<file path="config.mk">
export PLATFORM = sky130hd
export DESIGN_NAME = if_stage_flat
export DESIGN_NICKNAME = d
export VERILOG_FILES = /design/src/rtl/riscv_defs.sv /design/src/rtl/imem_if.sv /design/src/rtl/if_id_reg.sv /design/src/rtl/if_stage.sv /design/src/flat_wrapper.sv
export SDC_FILE = /design/constraint.sdc
export NUM_CORES = 1
export LEC_CHECK = 0
export ABC_AREA = 1
export BUFFER_PORTS_ARGS = -buffer_cell sky130_fd_sc_hd__buf_2
export CAP_MARGIN = 10
export CORE_MARGIN = 4
export CORE_UTILIZATION = 50
export CTS_CLUSTER_SIZE = 25
export DETAILED_ROUTE_END_ITERATION = 8
export GPL_TIMING_DRIVEN = 0
export PLACE_DENSITY = 0.85
export SLEW_MARGIN = 20
export SYNTH_ARGS = -nofsm -noshare
export SYNTH_HDL_FRONTEND = slang
export SYNTH_HIERARCHICAL = 1
export SYNTH_SLANG_ARGS = --single-unit
</file>
<file path="constraint.sdc">
create_clock -name clk -period 6.14 [get_ports clk]
set_input_delay 0 -clock clk [delete_from_list [all_inputs] [get_ports clk]]
set_output_delay 0 -clock clk [all_outputs]
set_load 0.01 [all_outputs]
</file>
<file path="src/rtl/riscv_defs.sv">
// Shared RISC-V core definitions: memory geometry, instruction widths and the
// fetch-stage state encoding.
package riscv_defs;

    localparam int NB_BYTE  = 8;
    localparam int MEM_SIZE = 1024;

    typedef logic [NB_BYTE-1:0] mem_t [MEM_SIZE];

    localparam int NB_ADDR  = 32;
    localparam int NB_INSTR = 32;

    // addi x0, x0, 0
    localparam logic [NB_INSTR-1:0] NOP_INSTR = 32'h0000_0013;

    typedef enum logic {
        RUN  = 1'b0,
        TRAP = 1'b1
    } fetch_state_t;

endpackage

</file>
<file path="src/rtl/imem_if.sv">
// Instruction memory port: the CPU presents an address, the memory answers
// combinationally in the same cycle.
interface imem_if;
    import riscv_defs::*;

    logic [NB_ADDR-1:0]  imem_pc;
    logic [NB_INSTR-1:0] imem_instruction;

    modport cpu (output imem_pc, input imem_instruction);
    modport mem (input imem_pc, output imem_instruction);

endinterface

</file>
<file path="src/rtl/if_id_reg.sv">
// IF/ID pipeline register. Reset beats everything; a flush bubbles the slot
// with a NOP, a kill only drops the valid bit, load captures a new fetch and
// otherwise the contents hold.
module if_id_reg
    import riscv_defs::*;
(
    input  logic                clk,
    input  logic                rst,
    input  logic                load,
    input  logic                flush,
    input  logic                kill,
    input  logic [NB_ADDR-1:0]  pc_in,
    input  logic [NB_ADDR-1:0]  pc4_in,
    input  logic [NB_INSTR-1:0] instr_in,
    output logic [NB_ADDR-1:0]  pc_p1,
    output logic [NB_ADDR-1:0]  pc4_p1,
    output logic [NB_INSTR-1:0] instr_p1,
    output logic                vld_p1
);

    // IF -> ID boundary: capture, bubble, invalidate or hold
    always_ff @(posedge clk) begin
        if (rst) begin
            pc_p1    <= '0;
            pc4_p1   <= '0;
            instr_p1 <= NOP_INSTR;
            vld_p1   <= 1'b0;
        end else if (flush) begin
            instr_p1 <= NOP_INSTR;
            vld_p1   <= 1'b0;
        end else if (kill) begin
            vld_p1   <= 1'b0;
        end else if (load) begin
            pc_p1    <= pc_in;
            pc4_p1   <= pc4_in;
            instr_p1 <= instr_in;
            vld_p1   <= 1'b1;
        end
    end

endmodule

</file>
<file path="src/rtl/if_stage.sv">
// Instruction fetch stage: owns the PC, the RUN/TRAP fetch FSM, the fault
// bookkeeping and the fetch counter, and feeds the IF/ID register.
module if_stage
    import riscv_defs::*;
#(
    parameter logic [NB_ADDR-1:0] RESET_PC  = 32'h0000_0000,
    parameter int                 MEM_BYTES = MEM_SIZE
) (
    input  logic                clk,
    input  logic                rst,
    imem_if.cpu                 imem,
    input  logic                stall_i,
    input  logic                redirect_i,
    input  logic [NB_ADDR-1:0]  target_i,
    output logic [NB_ADDR-1:0]  ifid_pc_o,
    output logic [NB_ADDR-1:0]  ifid_pc4_o,
    output logic [NB_INSTR-1:0] ifid_instr_o,
    output logic                ifid_valid_o,
    output logic                trap_o,
    output logic [NB_ADDR-1:0]  trap_addr_o,
    output logic [31:0]         fetch_cnt_o
);

    // Highest address at which a whole word can still be fetched.
    localparam logic [NB_ADDR-1:0] LAST_ADDR = NB_ADDR'(MEM_BYTES - 4);

    fetch_state_t       state_q;
    logic [NB_ADDR-1:0] pc_p0;
    logic [NB_ADDR-1:0] pc4_p0;
    logic [NB_ADDR-1:0] trap_addr_q;
    logic [31:0]        fetch_cnt_q;

    logic target_ok;
    logic pc_fault;
    logic do_load;
    logic do_flush;
    logic do_kill;

    // The PC register goes straight to the memory with nothing in between.
    assign imem.imem_pc = pc_p0;
    assign pc4_p0       = pc_p0 + 32'd4;

    assign target_ok = (target_i[1:0] == 2'b00) && (target_i <= LAST_ADDR);
    assign pc_fault  = (pc_p0 > LAST_ADDR);

    // IF/ID control: redirect first, then the PC fault, then stall, else advance
    always_comb begin
        do_load  = 1'b0;
        do_flush = 1'b0;
        do_kill  = 1'b0;
        if (state_q == RUN) begin
            if (redirect_i) begin
                if (target_ok) do_flush = 1'b1;
                else           do_kill  = 1'b1;
            end else if (pc_fault) begin
                do_kill = 1'b1;
            end else if (!stall_i) begin
                do_load = 1'b1;
            end
        end
    end

    // Fetch FSM with PC, trap address and fetch counter; TRAP is left only by reset
    always_ff @(posedge clk) begin
        if (rst) begin
            state_q     <= RUN;
            pc_p0       <= RESET_PC;
            trap_addr_q <= '0;
            fetch_cnt_q <= '0;
        end else begin
            case (state_q)
                RUN: begin
                    if (redirect_i) begin
                        if (target_ok) begin
                            pc_p0 <= target_i;
                        end else begin
                            state_q     <= TRAP;
                            trap_addr_q <= target_i;
                        end
                    end else if (pc_fault) begin
                        state_q     <= TRAP;
                        trap_addr_q <= pc_p0;
                    end else if (!stall_i) begin
                        pc_p0       <= pc4_p0;
                        fetch_cnt_q <= fetch_cnt_q + 32'd1;
                    end
                end
                TRAP: begin
                    state_q <= TRAP;
                end
                default: begin
                    state_q <= RUN;
                end
            endcase
        end
    end

    if_id_reg u_if_id_reg (
        .clk      (clk),
        .rst      (rst),
        .load     (do_load),
        .flush    (do_flush),
        .kill     (do_kill),
        .pc_in    (pc_p0),
        .pc4_in   (pc4_p0),
        .instr_in (imem.imem_instruction),
        .pc_p1    (ifid_pc_o),
        .pc4_p1   (ifid_pc4_o),
        .instr_p1 (ifid_instr_o),
        .vld_p1   (ifid_valid_o)
    );

    assign trap_o      = (state_q == TRAP);
    assign trap_addr_o = trap_addr_q;
    assign fetch_cnt_o = fetch_cnt_q;

endmodule

</file>
<file path="src/flat_wrapper.sv">
// flat-port wrapper written by rule: the top's interface ports become plain ports
module if_stage_flat import riscv_defs::*;
#(
    parameter logic [NB_ADDR-1:0] RESET_PC  = 32'h0000_0000,
    parameter int                 MEM_BYTES = MEM_SIZE
)
  (clk, rst, stall_i, redirect_i, target_i, ifid_pc_o, ifid_pc4_o, ifid_instr_o, ifid_valid_o, trap_o, trap_addr_o, fetch_cnt_o, imem_imem_pc, imem_imem_instruction);
  imem_if imem_i ();
  input  logic clk;
  input  logic rst;
  input  logic stall_i;
  input  logic redirect_i;
  input  logic [NB_ADDR-1:0] target_i;
  output logic [NB_ADDR-1:0] ifid_pc_o;
  output logic [NB_ADDR-1:0] ifid_pc4_o;
  output logic [NB_INSTR-1:0] ifid_instr_o;
  output logic ifid_valid_o;
  output logic trap_o;
  output logic [NB_ADDR-1:0] trap_addr_o;
  output logic [31:0] fetch_cnt_o;
  output wire logic [$bits(imem_i.imem_pc)-1:0] imem_imem_pc;
  input wire logic [$bits(imem_i.imem_instruction)-1:0] imem_imem_instruction;
  assign imem_imem_pc = imem_i.imem_pc;
  assign imem_i.imem_instruction = imem_imem_instruction;
  if_stage #(.RESET_PC(RESET_PC), .MEM_BYTES(MEM_BYTES)) u_core (.clk(clk), .rst(rst), .imem(imem_i), .stall_i(stall_i), .redirect_i(redirect_i), .target_i(target_i), .ifid_pc_o(ifid_pc_o), .ifid_pc4_o(ifid_pc4_o), .ifid_instr_o(ifid_instr_o), .ifid_valid_o(ifid_valid_o), .trap_o(trap_o), .trap_addr_o(trap_addr_o), .fetch_cnt_o(fetch_cnt_o));
endmodule
</file>
# Word level (Yosys, flattened, before mapping)
# Index checks and enable logic that the tools add are counted.
# Widths: inputs -> output; s select.
op_classes:
  n_addsub: 2
  n_mul: 0
  div: 0
  n_lt_le_gt_ge: 2
  eq_ne: 4
  shift: 0
  muxes: 19
  bitwise: 6
  n_reduce_logical: 10
ops:
  columns: ["op", "count"]
  rows:
  - ["$mux 32", 7]
  - ["$add 32x1->32 const B", 1]
  - ["$add 32x3->32 const B", 1]
  - ["$gt 32x10->1 const B", 1]
  - ["$le 32x10->1 const B", 1]
  - ["$mux 1", 11]
  - ["$reduce_and 4->1", 2]
  - ["$not 1->1", 6]
  - ["$reduce_and 3->1", 2]
  - ["$ne 2x1->1 const B", 2]
  - ["$ne 2x2->1 const B", 2]
  - ["$reduce_or 3->1", 1]
  - ["$logic_not 2->1", 1]
  - ["$pmux 1 s2", 1]
  - ["$reduce_and 2->1", 1]
  - ["$reduce_bool 2->1", 1]
  - ["$reduce_or 2->1", 1]
  - ["$logic_and 1x1->1", 1]
word_totals:
  register_bits: 194
  latchBits: 0
  ramBits: 0
  romBits: 0
  inputBits: 68
  out_inout_bits: 194
  elab_cells: 51
  memories: 0

# Depth between registers and ports, before layout
depth:
  word_depth: 7
  depth_mapped: 15
  mapped_depth_nobuf: 14

# Hierarchy
# Netlist, hierarchy kept.
modules_own_cells:
  columns: ["mod", "instances", "cells_each", "area_per_inst_um2"]
  rows:
  - ["if_stage", 1, 1008, 6301.0]
  - ["if_id_reg", 1, 564, 4021.4]

# Least setup slack after synthesis
# Ideal clock, no wire load.
synth_timing:
  path_kind: "reg-to-reg"
  from: "reg u_core.pc_p0[2], in the netlist u_core/imem.imem_pc[2]"
  to: "reg u_core.u_if_id_reg.pc4_p1[0]"
  setup_ns: 0.115
  arrival_ns: 2.082
  setup_slack_ns: 3.943
  stages_incl_launch_ff: 15
  n_path_buf: 3
  synth_period_minus_slack_ns: 2.197
  cell_sequence: "dfxtp_1 > ha_1 > nand3_2 > clkinv_1 > nand3b_2 > nand4_4 > nand3_4 > buf_2 > inv_1 > nor2_1 > buf_4 > buf_6 > nand3_1 > nand2_1 > nor2_1"
synth_between:
  elab_chain_len: 6
synth_lines:
  columns: ["item", "line_no", "rtl"]
  rows:
  - ["start: declaration", "if_stage.sv:28", "logic [NB_ADDR-1:0] pc_p0;"]
  - ["start signal: assignment", "if_stage.sv:75", "pc_p0 <= target_i;"]
  - ["start signal: assignment", "if_stage.sv:84", "pc_p0 <= pc4_p0;"]
  - ["$gt 32x10->1", "if_stage.sv:44", "assign pc_fault = (pc_p0 > LAST_ADDR);"]
  - ["$mux 1", "if_stage.sv:55", "end else if (pc_fault) begin"]
  - ["$mux 1", "if_stage.sv:52", "if (redirect_i) begin"]
  - ["$mux 1", "if_stage.sv:51", "if (state_q == RUN) begin"]
  - ["named net u_core.do_kill", "if_stage.sv:37", "logic do_kill;"]
  - ["$not 1->1 (no line)", null, null]
  - ["$reduce_and 3->1 (no line)", null, null]
  - ["end signal: assignment", "if_id_reg.sv:35", "pc4_p1 <= pc4_in;"]
  - ["end: declaration", "if_id_reg.sv:16", "output logic [NB_ADDR-1:0] pc4_p1,"]
# The timed path passes the listed nets, and every way through them passes these cells.
# A chain may end at the register's enable or synchronous reset.

# Final worst setup path
layout_timing:
  from: "reg u_core.pc_p0[3], in the netlist u_core/imem.imem_pc[3]"
  to: "reg u_core.u_if_id_reg.instr_p1[2]"
layout_between:
  elab_chain_len: 6
layout_lines:
  columns: ["item", "line_no", "rtl"]
  rows:
  - ["$gt 32x10->1", "if_stage.sv:44", null]
  - ["$mux 1", "if_stage.sv:55", null]
  - ["$mux 1", "if_stage.sv:52", null]
  - ["$mux 1", "if_stage.sv:51", null]
  - ["named net u_core.do_kill", "if_stage.sv:37", null]
  - ["$not 1->1 (no line)", null, null]
  - ["$reduce_and 2->1 (no line)", null, null]
  - ["end signal: assignment", "if_id_reg.sv:36", "instr_p1 <= instr_in;"]
  - ["end: declaration", "if_id_reg.sv:17", "output logic [NB_INSTR-1:0] instr_p1,"]
# The timed path passes the listed nets, and every way through them passes these cells.

==> tab_implementation.tex <==
\begin{tabular}{lr}
\hline
Metric & Value \\
\hline
\multicolumn{2}{l}{\textbf{Status}} \\
\quad Run status & completed \\
\multicolumn{2}{l}{\textbf{Placed design}} \\
\quad Pre-CTS WS & 3.41 ns \\
\quad Number of port buffers & 261 \\
\quad Count of placed standard cells including taps & 2103 \\
\quad Half-perimeter wire length after placement & 25.3 mm \\
\quad GPL Wtd Cong & 0.921 \\
\multicolumn{2}{l}{\textbf{Timing}} \\
\quad Final setup slack of the worst path & 3.16 ns \\
\quad Actual slew at the worst max-slew pin & 0.959 ns \\
\quad Final setup violation count & 0 \\
\quad Worst Skew & 0.0107 ns \\
\quad Fin. max-slew vios & 0 \\
\quad Aggregate negative setup slack & 0 ns \\
\quad Relative slew slack & 35.8\% \\
\quad Portion of the clock cycle consumed by the worst path in the final layout & 48.5\% \\
\quad Minimum clock period & 2.98 ns \\
\quad Setup repair after global routing missed its margin & false \\
\quad Maximum frequency from static timing analysis & 336 MHz \\
\quad Final Hold Violating Endpoints & 0 \\
\multicolumn{2}{l}{\textbf{Floorplan}} \\
\quad Rows & 52 \\
\quad Ports placed on the boundary & 262 \\
\quad Total core area & 20300 um2 \\
\quad Area of the die & 23000 um2 \\
\quad Die height & 152 um \\
\quad Initial core utilization & 50.9\% \\
\quad Chip Width & 152 um \\
\multicolumn{2}{l}{\textbf{Cells and area}} \\
\quad Most common cell after layout, fill and taps aside & nand2\_1 \\
\quad Antenna diode count & 0 \\
\quad Layout cells sized above 1 & 21.3\% \\
\quad Highest-count cells in the layout ignoring fill and taps & 363 x nand2\_1, 295 x buf\_2, 291 x nor2\_1 \\
\quad Number of standard cells in the final layout excluding fillers & 2189 \\
\quad Final core utilization & 64.5\% \\
\quad Nets@finish & 1976 \\
\quad Layout overhead on the synthesized area & 26.8\% \\
\multicolumn{2}{l}{\textbf{Detailed routing}} \\
\quad 1st-iter DRT viols & 903 \\
\quad Final routed wire length divided by cell count & 15.3 um \\
\quad Remaining design rule violation count & 0 \\
\quad Avg Vias per Cell & 5.19 \\
\quad Vias & 11.4k \\
\quad Remaining number of nets flagged by the antenna check after routing & 0 \\
\quad Total wire length after detailed routing & 33.6 mm \\
\quad Detailed-routing iteration count for the pre-antenna-repair pass & 6 \\
\multicolumn{2}{l}{\textbf{Clock network}} \\
\quad H-tree level count & 4 \\
\quad TritonCTS clock tree & done \\
\quad Clock tree sinks & 194 \\
\quad Maximum count of clock buffers along a single path & 2 \\
\quad Setup fix buffers added after clock tree synthesis & 0 \\
\quad Master cell of the clock root buffer & clkbuf\_16 \\
\quad Count of instances resized after the clock tree is built & 0 \\
\quad Number of buffers created by CTS & 17 \\
\quad Clk pin slew, worst setup/hold paths & 0.07 ns \\
\quad Source-to-sink clock delay at the later pin of the worst-skew pair & 0.43 ns \\
\multicolumn{2}{l}{\textbf{Yosys}} \\
\quad Largest family of logic cells by synthesized area & simple AND/OR/NAND/NOR gates \\
\quad Top cells by area, synth & dfxtp\_1 38\%, nand2\_1 13\%, nor2\_1 11\%, inv\_1 6.7\%, nand3\_1 6.2\% \\
\quad Most used flip-flop cell after synthesis & dfxtp\_1 \\
\quad Synthesized-area fraction occupied by and/or/nand/nor cells & 37.0\% \\
\quad Number of enable flip-flop cells after synthesis & 0 \\
\quad Post-synth cell types & 36 \\
\quad Syn\_nets & 1642 \\
\quad FFs w/ async S/R, synth & 0\% \\
\quad Complex-gate fraction of the synthesized area & 8.72\% \\
\quad Share of cell area taken by muxes after synthesis & 1.07\% \\
\quad Average cell area after synthesis & 6.57 um2 \\
\quad Synthesized flop and latch total & 194 \\
\quad Adder and majority gate portion of the synthesized area & 0.242\% \\
\quad Fraction of post-synthesis cell area in the top cell type by area & 37.6\% \\
\quad Number of standard cells after synthesis & 1572 \\
\quad Fraction of the yosys area taken by sequential cells & 37.6\% \\
\quad Xor and xnor fraction of the mapped netlist area & 3.05\% \\
\quad Netlist Area Pre-Place & 10300 um2 \\
\quad Yosys Warn Count & 6 \\
\quad Post-synth top area cell & dfxtp\_1 \\
\multicolumn{2}{l}{\textbf{GRT}} \\
\quad Antenna violations before repair & 0 \\
\quad Largest net degree at the start of global routing & 19 \\
\quad First-pass GRT wire length & 52.0 mm \\
\quad Total GRT Usage & 28.5\% \\
\quad Number of global-route vias before repair & 10.6k \\
\quad Remaining global-route overflow & 0 \\
\multicolumn{2}{l}{\textbf{Setup path}} \\
\quad Worst EP required & 6.47 ns \\
\quad CP Data Arrival Time & 3.31 ns \\
\quad Worst setup path class & reg -> reg \\
\quad Reg-to-reg setup timing slack & 3.16 ns \\
\quad Critical Path Start Type & flip-flop \\
\quad Crit Path Max Fanout & 10 \\
\quad Critical path capture point type & flip-flop \\
\multicolumn{2}{l}{\textbf{Power and ir drop}} \\
\quad Pwr/cell area & 226 nW/um2 \\
\quad VDD IR-drop max & 0.180 mV \\
\quad Leakage power figure & 0.00624 uW \\
\quad Post-route total power & 2960 uW \\
\multicolumn{2}{l}{\textbf{Min path}} \\
\quad Hold Crit Class & in -> reg \\
\multicolumn{2}{l}{\textbf{Job}} \\
\quad Max-cap viol count & 0 \\
\hline
\end{tabular}
[cells by family after synthesis]
kind of cell | after synthesis
compound gates | 161
flops | 194
fa+ha+maj | 2
xor+xnor | 36
buf+inv | 283
mux | 11
simple gates | 885
[state kept, by name, indices dropped and copies added (netlist names)]
signal,count
u_core/u_if_id_reg/pc_p1,32
u_core/fetch_cnt_o,32
u_core/trap_addr_o,32
u_core/imem.imem_pc,32
u_core/u_if_id_reg/instr_p1,32
u_core/u_if_id_reg/vld_p1,1
u_core/u_if_id_reg/pc4_p1,32
u_core/trap_o,1
[final timing paths]
check	start	to	cells past startpoint
worst max register to register	u_core/imem.imem_pc[3]	u_core/u_if_id_reg/instr_p1[2]	13
worst max-delay path	u_core/imem.imem_pc[3]	u_core/u_if_id_reg/instr_p1[2]	13
worst min-delay path	target_i[1]	u_core/trap_addr_o[1]	5
worst min register to register	u_core/u_if_id_reg/instr_p1[4]	u_core/u_if_id_reg/instr_p1[4]	2
[through the flow]
stage / cell area, um2 / hold slack [ns]
final: 13100 / 0.0206
after detailed placement: 12000 / 0.209
after global placement: 12000 / 0.203
after CTS: 13100 / 0.000771
after floorplan: 10300 / 0.113
after global routing: 13100 / 0.0373
[cell type report]
class	instances	area (um2)
Buffer	91	544
Inverter	192	721
Fill cell	1839	7210
Sequential cell	194	3880
Multi-Input combinational cell	1095	5170
Clock inverter	14	141
Clock buffer	18	439
Timing Repair Buffer	315	1850
Tap cell	270	338
[synthesized netlist by cell type, types with 4 or more instances]
master    count
buf_2        34
a21oi_2      19
buf_6        16
o21a_1        9
o21ai_0      33
buf_4         4
nand2_1     363
nor4_1        4
buf_1         8
nand3b_1     16
a21oi_1      98
inv_2         5
and2_1        5
xnor2_1      13
xor2_1       23
nor2_1      291
dfxtp_1     194
clkbuf_1     25
inv_1       185
nand3_1     127
nand4_1      37
nor2_4        4
nor3_1        8
nor2_2        4
mux2i_1      11
nand2_2      20
[critical path, cell delays in order (launching register included)]
cell and delay (ns):
dfxtp_1 0.39, ha_1 0.26, nand3_2 0.12, clkinv_1 0.11, nand3b_2 0.17, nand4_4 0.22, nand3_4 0.16, buf_2 0.24
inv_1 0.15, inv_2 0.07, nand2_1 0.17, o21ai_0 0.20, dlygate4sd3_1 0.57, nor2_1 0.04
[timing repair]
item                                    CTS  global route
hold endpoints to repair                 56             0
endpoints found under the setup margin    0             0
hold buffers                             54             0
[where the power goes]
part           internal [uW]  switching, uW  total (uW)
clock                    585            531        1120
combinational            196            294         491
sequential              1320           39.6        1360
[layer usage]
layer	vias to the layer above	GRT usage, %	part of all wire, %
li1	5578	-	-
met1	5116	35.0	40
met2	572	48.5	47
met3	86	6.04	9.3
met4	0	11.8	3.5
met5	-	0	0
No activity file was read; power rests on OpenSTA's default activity.
